==> config.mk <==
export PLATFORM = sky130hd
export DESIGN_NAME = arbitro_somador
export DESIGN_NICKNAME = d
export VERILOG_FILES = /design/src/rtl/arbitro_pkg.sv /design/src/rtl/arbitro_somador_detector.sv /design/src/rtl/arbitro_somador.sv
export SDC_FILE = /design/constraint.sdc
export NUM_CORES = 1
export LEC_CHECK = 0
export ABC_AREA = 0
export BUFFER_PORTS_ARGS = -buffer_cell sky130_fd_sc_hd__buf_2
export CORE_MARGIN = 2
export CORE_UTILIZATION = 45
export DETAILED_ROUTE_END_ITERATION = 8
export PLACE_DENSITY = 0.72
export SYNTH_ARGS = -nofsm -noshare
export SYNTH_HDL_FRONTEND = slang
export SYNTH_SLANG_ARGS = --single-unit
==> constraint.sdc <==
create_clock -name clk -period 3 [get_ports clk]
set_input_delay 0.6 -clock clk [delete_from_list [all_inputs] [get_ports clk]]
set_output_delay 0.6 -clock clk [all_outputs]
set_load 0.02 [all_outputs]
==> src/rtl/arbitro_pkg.sv <==
// Shared types and dual-rail helpers for the adder arbiter.
// Each operand bit occupies a rail pair: [2i+1] is the true rail, [2i] the false rail.
`timescale 1ns/1ps
package arbitro_pkg;

    typedef enum logic [1:0] {
        IDLE = 2'd0,
        DATA = 2'd1,
        NULL = 2'd2
    } state_t;

    localparam logic [1:0] NULL_PAIR = 2'b00;
    localparam logic [1:0] ONE       = 2'b10;
    localparam logic [1:0] ZERO      = 2'b01;

    function automatic logic [7:0] encode_dr(input logic [3:0] value);
        logic [7:0] rails;
        rails = '0;
        for (int i = 0; i < 4; i++) begin
            rails[2*i +: 2] = value[i] ? ONE : ZERO;
        end
        return rails;
    endfunction

    function automatic logic [3:0] decode_dr(input logic [7:0] rails);
        logic [3:0] value;
        value = '0;
        for (int i = 0; i < 4; i++) begin
            value[i] = rails[2*i+1];
        end
        return value;
    endfunction

endpackage

==> src/rtl/arbitro_somador_detector.sv <==
// Classifies the dual-rail sum word returned by the adder.
// complete: every pair is a valid code; empty: every pair is NULL; illegal: some pair is 11.
`timescale 1ns/1ps
module detector_completude
    import arbitro_pkg::*;
(
    input  logic [7:0] soma,
    output logic       complete,
    output logic       empty,
    output logic       illegal
);

    always_comb begin
        complete = 1'b1;
        empty    = 1'b1;
        illegal  = 1'b0;
        for (int i = 0; i < 4; i++) begin
            if (soma[2*i +: 2] == NULL_PAIR) begin
                complete = 1'b0;
            end else begin
                empty = 1'b0;
            end
            if (soma[2*i +: 2] == 2'b11) begin
                illegal  = 1'b1;
                complete = 1'b0;
            end
        end
    end

endmodule

==> src/rtl/arbitro_somador.sv <==
// Round-robin front end for a shared dual-rail 4-bit adder: grants one of two
// requesters, runs the DATA/NULL return-to-zero handshake and returns the decoded sum.
`timescale 1ns/1ps
module arbitro_somador
    import arbitro_pkg::*;
#(
    parameter int TIMEOUT = 15
) (
    input  logic       clk,
    input  logic       rst_n,
    input  logic       req0,
    input  logic       req1,
    input  logic [3:0] a0,
    input  logic [3:0] b0,
    input  logic [3:0] a1,
    input  logic [3:0] b1,
    input  logic       cin0,
    input  logic       cin1,
    output logic       ack0,
    output logic       ack1,
    output logic [3:0] res,
    output logic       err,
    output logic [7:0] ad_a,
    output logic [7:0] ad_b,
    output logic [1:0] ad_cin,
    input  logic [7:0] ad_soma
);

    // Phase timer counts down from TIMEOUT-1; a phase lasting TIMEOUT cycles expires at zero.
    localparam logic [7:0] CNT_LOAD = 8'(TIMEOUT - 1);

    state_t     state;
    state_t     state_nxt;
    logic       ptr;
    logic       gnt;
    logic       gnt_sel;
    logic       grant;
    logic       done;
    logic       set_err;
    logic       load_cnt;
    logic [7:0] cnt;
    logic       complete;
    logic       empty;
    logic       illegal;

    detector_completude u_detector (
        .soma     (ad_soma),
        .complete (complete),
        .empty    (empty),
        .illegal  (illegal)
    );

    always_comb begin
        state_nxt = state;
        grant     = 1'b0;
        gnt_sel   = ptr;
        done      = 1'b0;
        set_err   = 1'b0;
        load_cnt  = 1'b0;
        case (state)
            IDLE: begin
                if (req0 || req1) begin
                    grant     = 1'b1;
                    gnt_sel   = (req0 && req1) ? ptr : req1;
                    state_nxt = DATA;
                    load_cnt  = 1'b1;
                end
            end
            DATA: begin
                if (illegal) begin
                    set_err   = 1'b1;
                    state_nxt = NULL;
                    load_cnt  = 1'b1;
                end else if (complete) begin
                    done      = 1'b1;
                    state_nxt = NULL;
                    load_cnt  = 1'b1;
                end else if (cnt == '0) begin
                    set_err   = 1'b1;
                    state_nxt = NULL;
                    load_cnt  = 1'b1;
                end
            end
            NULL: begin
                // An illegal word while draining keeps us here; the timer still bounds the stay.
                if (illegal) begin
                    set_err = 1'b1;
                end
                if (empty) begin
                    state_nxt = IDLE;
                end else if (cnt == '0) begin
                    set_err   = 1'b1;
                    state_nxt = IDLE;
                end
            end
            default: begin
                state_nxt = IDLE;
            end
        endcase
    end

    always_ff @(posedge clk) begin
        if (!rst_n) begin
            state  <= IDLE;
            ptr    <= 1'b0;
            gnt    <= 1'b0;
            cnt    <= '0;
            ack0   <= 1'b0;
            ack1   <= 1'b0;
            res    <= '0;
            err    <= 1'b0;
            ad_a   <= '0;
            ad_b   <= '0;
            ad_cin <= '0;
        end else begin
            state <= state_nxt;
            ack0  <= done && !gnt;
            ack1  <= done && gnt;
            err   <= err | set_err;
            if (done) begin
                res <= decode_dr(ad_soma);
            end
            if (load_cnt) begin
                cnt <= CNT_LOAD;
            end else if (cnt != '0) begin
                cnt <= cnt - 8'd1;
            end
            // The ad_* registers double as the operand latch for the whole DATA phase.
            if (grant) begin
                gnt    <= gnt_sel;
                ptr    <= ~gnt_sel;
                ad_a   <= encode_dr(gnt_sel ? a1 : a0);
                ad_b   <= encode_dr(gnt_sel ? b1 : b0);
                ad_cin <= (gnt_sel ? cin1 : cin0) ? ONE : ZERO;
            end else if (state_nxt != DATA) begin
                ad_a   <= '0;
                ad_b   <= '0;
                ad_cin <= '0;
            end
        end
    end

endmodule

**Word-level counts from Yosys, hierarchy flattened**

Cells that the tools add are included.

- Memories: 0
- Logic and storage cells: 98
- Flip-flop bits (word level): 37
- Output and inout port bits: 25
- ROM bits: 0
- Latch bits: 0
- Memory bits (writable): 0
- Bits of input ports: 30

- Equality and inequality tests: 7
- Add/subtract/negate cells: 1
- Reduce and logical (&&, ||, !) cells: 15
- Magnitude comparators: 0
- Divide/modulo/power cells: 0
- Bitwise operators: 3
- Muxes and demuxes: 60
- Multiply operators: 0
- Shifts and indexed selects: 0

Operators with widths:

| operator | count |
|---|---|
| 2-bit two-way mux | 17 |
| 1-bit two-way mux | 33 |
| 8-bit two-way mux | 3 |
| 4-bit two-way mux | 4 |
| 2-bit == test, second input constant | 5 |
| 2-bit logical NOT | 5 |
| 8-bit logical NOT | 1 |
| 8-bit nonzero test | 1 |
| 8-bit by 1-bit subtractor with 8-bit output, second input constant | 1 |
| 2-bit one-hot mux with 3 select lines | 1 |
| 1-bit one-hot mux with 2 select lines | 2 |
| 2-bit nonzero test | 2 |
| 1-bit logical AND | 3 |
| 2-bit by 1-bit == test with 1-bit output, second input constant | 1 |
| 2-bit by 1-bit != test with 1-bit output, second input constant | 1 |
| 1-bit NOT | 2 |
| 2-bit OR reduction | 1 |
| 1-bit logical NOT | 1 |
| 1-bit logical OR | 1 |
| 1-bit bitwise OR | 1 |

**Logic depth before layout (Yosys ltp)**

- Depth after elaboration: 15
- Mapped depth: 8
- Depth with buffers taken out: 7

**Modules after synthesis**

A second synthesis with hierarchy kept.

- Cell total of the unflattened synthesis: 215
- Area, all modules: 1991.9 µm²

By module, submodules not included:

| module | cells each | seq. area each (µm²) | area each (µm²) | times used |
|---|---|---|---|---|
| arbitro_somador | 204 | 740.7 | 1908.1 | 1 |
| detector_completude | 11 | 0.0 | 83.8 | 1 |

**Least setup slack after synthesis**

No wires, ideal clock.

- Kind: register to register
- Start point: reg cnt[0]
- End point: reg ad_a[6]
- Buffers on the path: 1
- Arrival: 2.337 ns
- Library setup time: 0.057 ns
- Slack: 0.606 ns
- Cell stages (with the launch flop): 9
- Clock period less this slack: 2.394 ns
- Path through: dfxtp_1 -> inv_1 -> ha_1 -> or4b_4 -> or2_4 -> a31o_4 -> a2111oi_4 -> buf_6 -> a22o_2

- Cells in the longest elaborated chain, start to end: 7
- Elaborated cells between the ends (all ways): 9

Ends and longest elaborated chain:

| element | RTL line | text |
|---|---|---|
| from (decl) | arbitro_somador.sv:41 | `logic [7:0] cnt;` |
| from (signal assigned) | arbitro_somador.sv:126 | `cnt <= cnt - 8'd1;` |
| 8-bit logical NOT (*) | arbitro_somador.sv:78, arbitro_somador.sv:91 |  |
| 2-bit two-way mux | arbitro_somador.sv:78 | `end else if (cnt == '0) begin` |
| 2-bit two-way mux | arbitro_somador.sv:74 | `end else if (complete) begin` |
| 2-bit two-way mux | arbitro_somador.sv:70 | `if (illegal) begin` |
| 2-bit one-hot mux with 3 select lines (*) | arbitro_somador.sv:60 | `case (state)` |
| 2-bit by 1-bit != test with 1-bit output (*) | arbitro_somador.sv:135 | `end else if (state_nxt != DATA) begin` |
| 2-bit nonzero test (no source line) (*) | - |  |
| to (signal assigned) | arbitro_somador.sv:132 | `ad_a <= encode_dr(gnt_sel ? a1 : a0);` |
| to (decl) | arbitro_somador.sv:23 | `output logic [7:0] ad_a,` |

Mark *: on every way between the ends. The rest lies on a longest branch, timed or not.
A chain may end at the register's enable or synchronous reset.

**Worst setup path in the final report**

- Start point: reg cnt[0]
- End point: reg ad_b[0]

- Cells in the longest elaborated chain, start to end: 7
- Elaborated cells between the ends (all ways): 9

Ends and longest elaborated chain:

| element | RTL line | text |
|---|---|---|
| 8-bit logical NOT (*) | arbitro_somador.sv:78, arbitro_somador.sv:91 |  |
| 2-bit two-way mux | arbitro_somador.sv:78 |  |
| 2-bit two-way mux | arbitro_somador.sv:74 |  |
| 2-bit two-way mux | arbitro_somador.sv:70 |  |
| 2-bit one-hot mux with 3 select lines (*) | arbitro_somador.sv:60 |  |
| 2-bit by 1-bit != test with 1-bit output (*) | arbitro_somador.sv:135 |  |
| 2-bit nonzero test (no source line) (*) | - |  |
| to (signal assigned) | arbitro_somador.sv:133 | `ad_b <= encode_dr(gnt_sel ? b1 : b0);` |
| to (decl) | arbitro_somador.sv:24 | `output logic [7:0] ad_b,` |

Marks and branches as above.

==> results.txt <==
status -> finished, final reports clean
# rows -> 22
cts hold-fix bufs -> 0
Final Hold Fails -> 0
Avg Synthesized Cell Area -> 10.1 µm²
DR WL/cell -> 12.5 µm
crit-path max FO -> 18
clock latency on the worst-skew pair -> 0.29 ns
Die Y -> 65.8 µm
synthesized cell area -> 1720 µm²
Synth async-reset ratio -> 0%
core area -> 3660 µm²
Final Util -> 58.0%
clk sinks -> 37
synth top area cells -> dfxtp_1, mux2i_1, a22o_2, ha_1, o2bb2ai_1
sequential area share after synthesis -> 43.1%
slew margin rel. -> 68.5%
number of flops mapped to enable cells by yosys -> 0
post-DP HPWL -> 2.60 mm
final period utilization -> 80.8%
H-Tree Depth -> 2
post-cts sizing count -> 0
final setup vio count -> 0
Netlist cell types -> 42
max cap viols -> 0
CTS Buf Count -> 5
CTS root buf -> clkbuf_8
Hold Crit Class -> register to register
total track usage -> 17.1%
crit path launch type -> register
DR vias -> 1446
Lkg Pwr -> 1.00 nW
top-area cell type share of the netlist area -> 43.1%
Seq cells post-synth -> 37
grt ovf -> 0
Synth area leader -> dfxtp_1
Syn Inst Count -> 170
critical path required time -> 3.23 ns
Max Clock Freq -> 412 MHz
Mapped Nets -> 207
setup TNS -> 0 ns
Final #Nets -> 266
Clock Tree Buf Depth -> 2
Ant. Diodes -> 0
Slew Limit Fails -> 0
worst ir drop on vdd -> 0.465 mV
die width -> 65.8 µm
gpl congestion -> 0.819
port bufs -> 54
count leader, synth -> dfxtp_1
TritonRoute pass-1 iters -> 5
die footprint -> 4330 µm²
post-CTS setup buffer count -> 0
Synth Warn # -> 0
largest net degree at the start of global routing -> 19
# IOs -> 55
Synth top cells by count -> dfxtp_1, mux2i_1, inv_1, a21oi_1
initial DRC count -> 58
fraction of layout instances using a drive strength above 1 -> 34.8%
ys flop type -> dfxtp_1
CP Class -> register to register
antenna viol nets, final -> 0
Initial Utilization -> 46.9%
Least-Margin Pin Slew -> 0.468 ns
drc violations -> 0
overall routed net length -> 3.48 mm
first-pass GRT wire length -> 5.73 mm
Layout Skew -> 0.00547 ns
initial antenna violation count -> 0
CTS tree -> yes
vias per cell -> 5.20
RSZ-0062 raised after global routing -> false
min Tclk post-route -> 2.42 ns
Area growth syn-to-layout -> 23.6%
clk slew on worst S/H paths -> 0.07 ns
Power Density -> 849 nW/µm²
nature of the critical path endpoint -> register
Arrival @ worst endpoint -> 2.66 ns
number of global-route vias before repair -> 1360
registers in the layout, indices dropped and copies added (netlist names):
name    flops
ptr         1
gnt         1
state       2
err         1
res         4
cnt         8
ad_cin      2
ad_b        8
ad_a        8
ack0        1
ack1        1
area by class of cell:
class                      count  area, µm²
clock buffer                   6       72.6
clock inverter                 2       10.0
fill                         348       1540
inverter                      12       45.0
multi-input combinational    117        908
sequential                    37        741
tap                           48       60.1
timing repair buffer          56        285
final timing paths:
kind / start / to / slack, ns / cells after the start
setup / recovery: cnt[0] / ad_b[0] / 0.58 / 8
setup reg to reg: cnt[0] / ad_b[0] / 0.58 / 8
hold reg to reg: gnt / ack0 / 0.45 / 1
hold / removal: gnt / ack0 / 0.45 / 1
power by group:
group	internal [mW]	total (mW)	switching, mW
logic	0.324	0.785	0.461
registers	0.612	0.692	0.0798
clock network	0.161	0.325	0.165
cell usage in the layout, fill, tap and decap left out, drive strengths merged, types with 2 or more instances in the layout:
cell type  instances
buf               56
or3                3
clkinv             2
o21ai              9
nor3               3
o2bb2ai            9
a22o               9
ha                 7
inv               12
nand4              2
and2               2
a21boi             2
or4b               2
nand2              5
o21a               5
a21oi             10
nand2b             2
dfxtp             37
nor2b              5
clkbuf             6
o211a              2
nor2               9
mux2i             14
per-layer routing:
| layer | track usage, % | share of wire [%] |
|---|---|---|
| met3 | 5.48 | 6.9 |
| met4 | 6.51 | 2.4 |
| met5 | 0 | 0 |
| met1 | 21.0 | 47 |
| met2 | 27.8 | 43 |
metrics by stage:
stage,hold slack (ns),instance area (µm²),std cells,setup slack (ns),total power [mW]
after floorplan,0.405,1720,170,0.606,1.28
final,0.446,2120,278,0.576,1.80
after global placement,0.433,2040,270,0.621,1.47
after detailed placement,0.438,2040,270,0.575,1.49
after global routing,0.467,2120,278,0.478,1.93
after CTS,0.449,2120,278,0.580,1.82
logic make-up (layout without fill, tap and decap cells):
kind of cell               after synthesis  count (layout)  share of synthesized area [%]
AOI/OAI and AO/OA                       54              54                           25.2
muxes                                   14              14                           8.16
adders and majority gates                7               7                           5.10
buffers and inverters                   16              76                           3.94
xor gates and xnor gates                 2               2                           1.02
DFF                                     37              37                           43.1
and+or+nand+nor                         40              40                           13.4
worst max-delay path: stages (launching register included):
cell and delay [ns]:
dfxtp_1 0.31, inv_1 0.08, ha_1 0.18, or4b_4 0.50, or2_4 0.30, a31o_4 0.26
a2111oi_4 0.30, buf_4 0.27, a22o_2 0.17
Power figures use the tool's default switching activity.
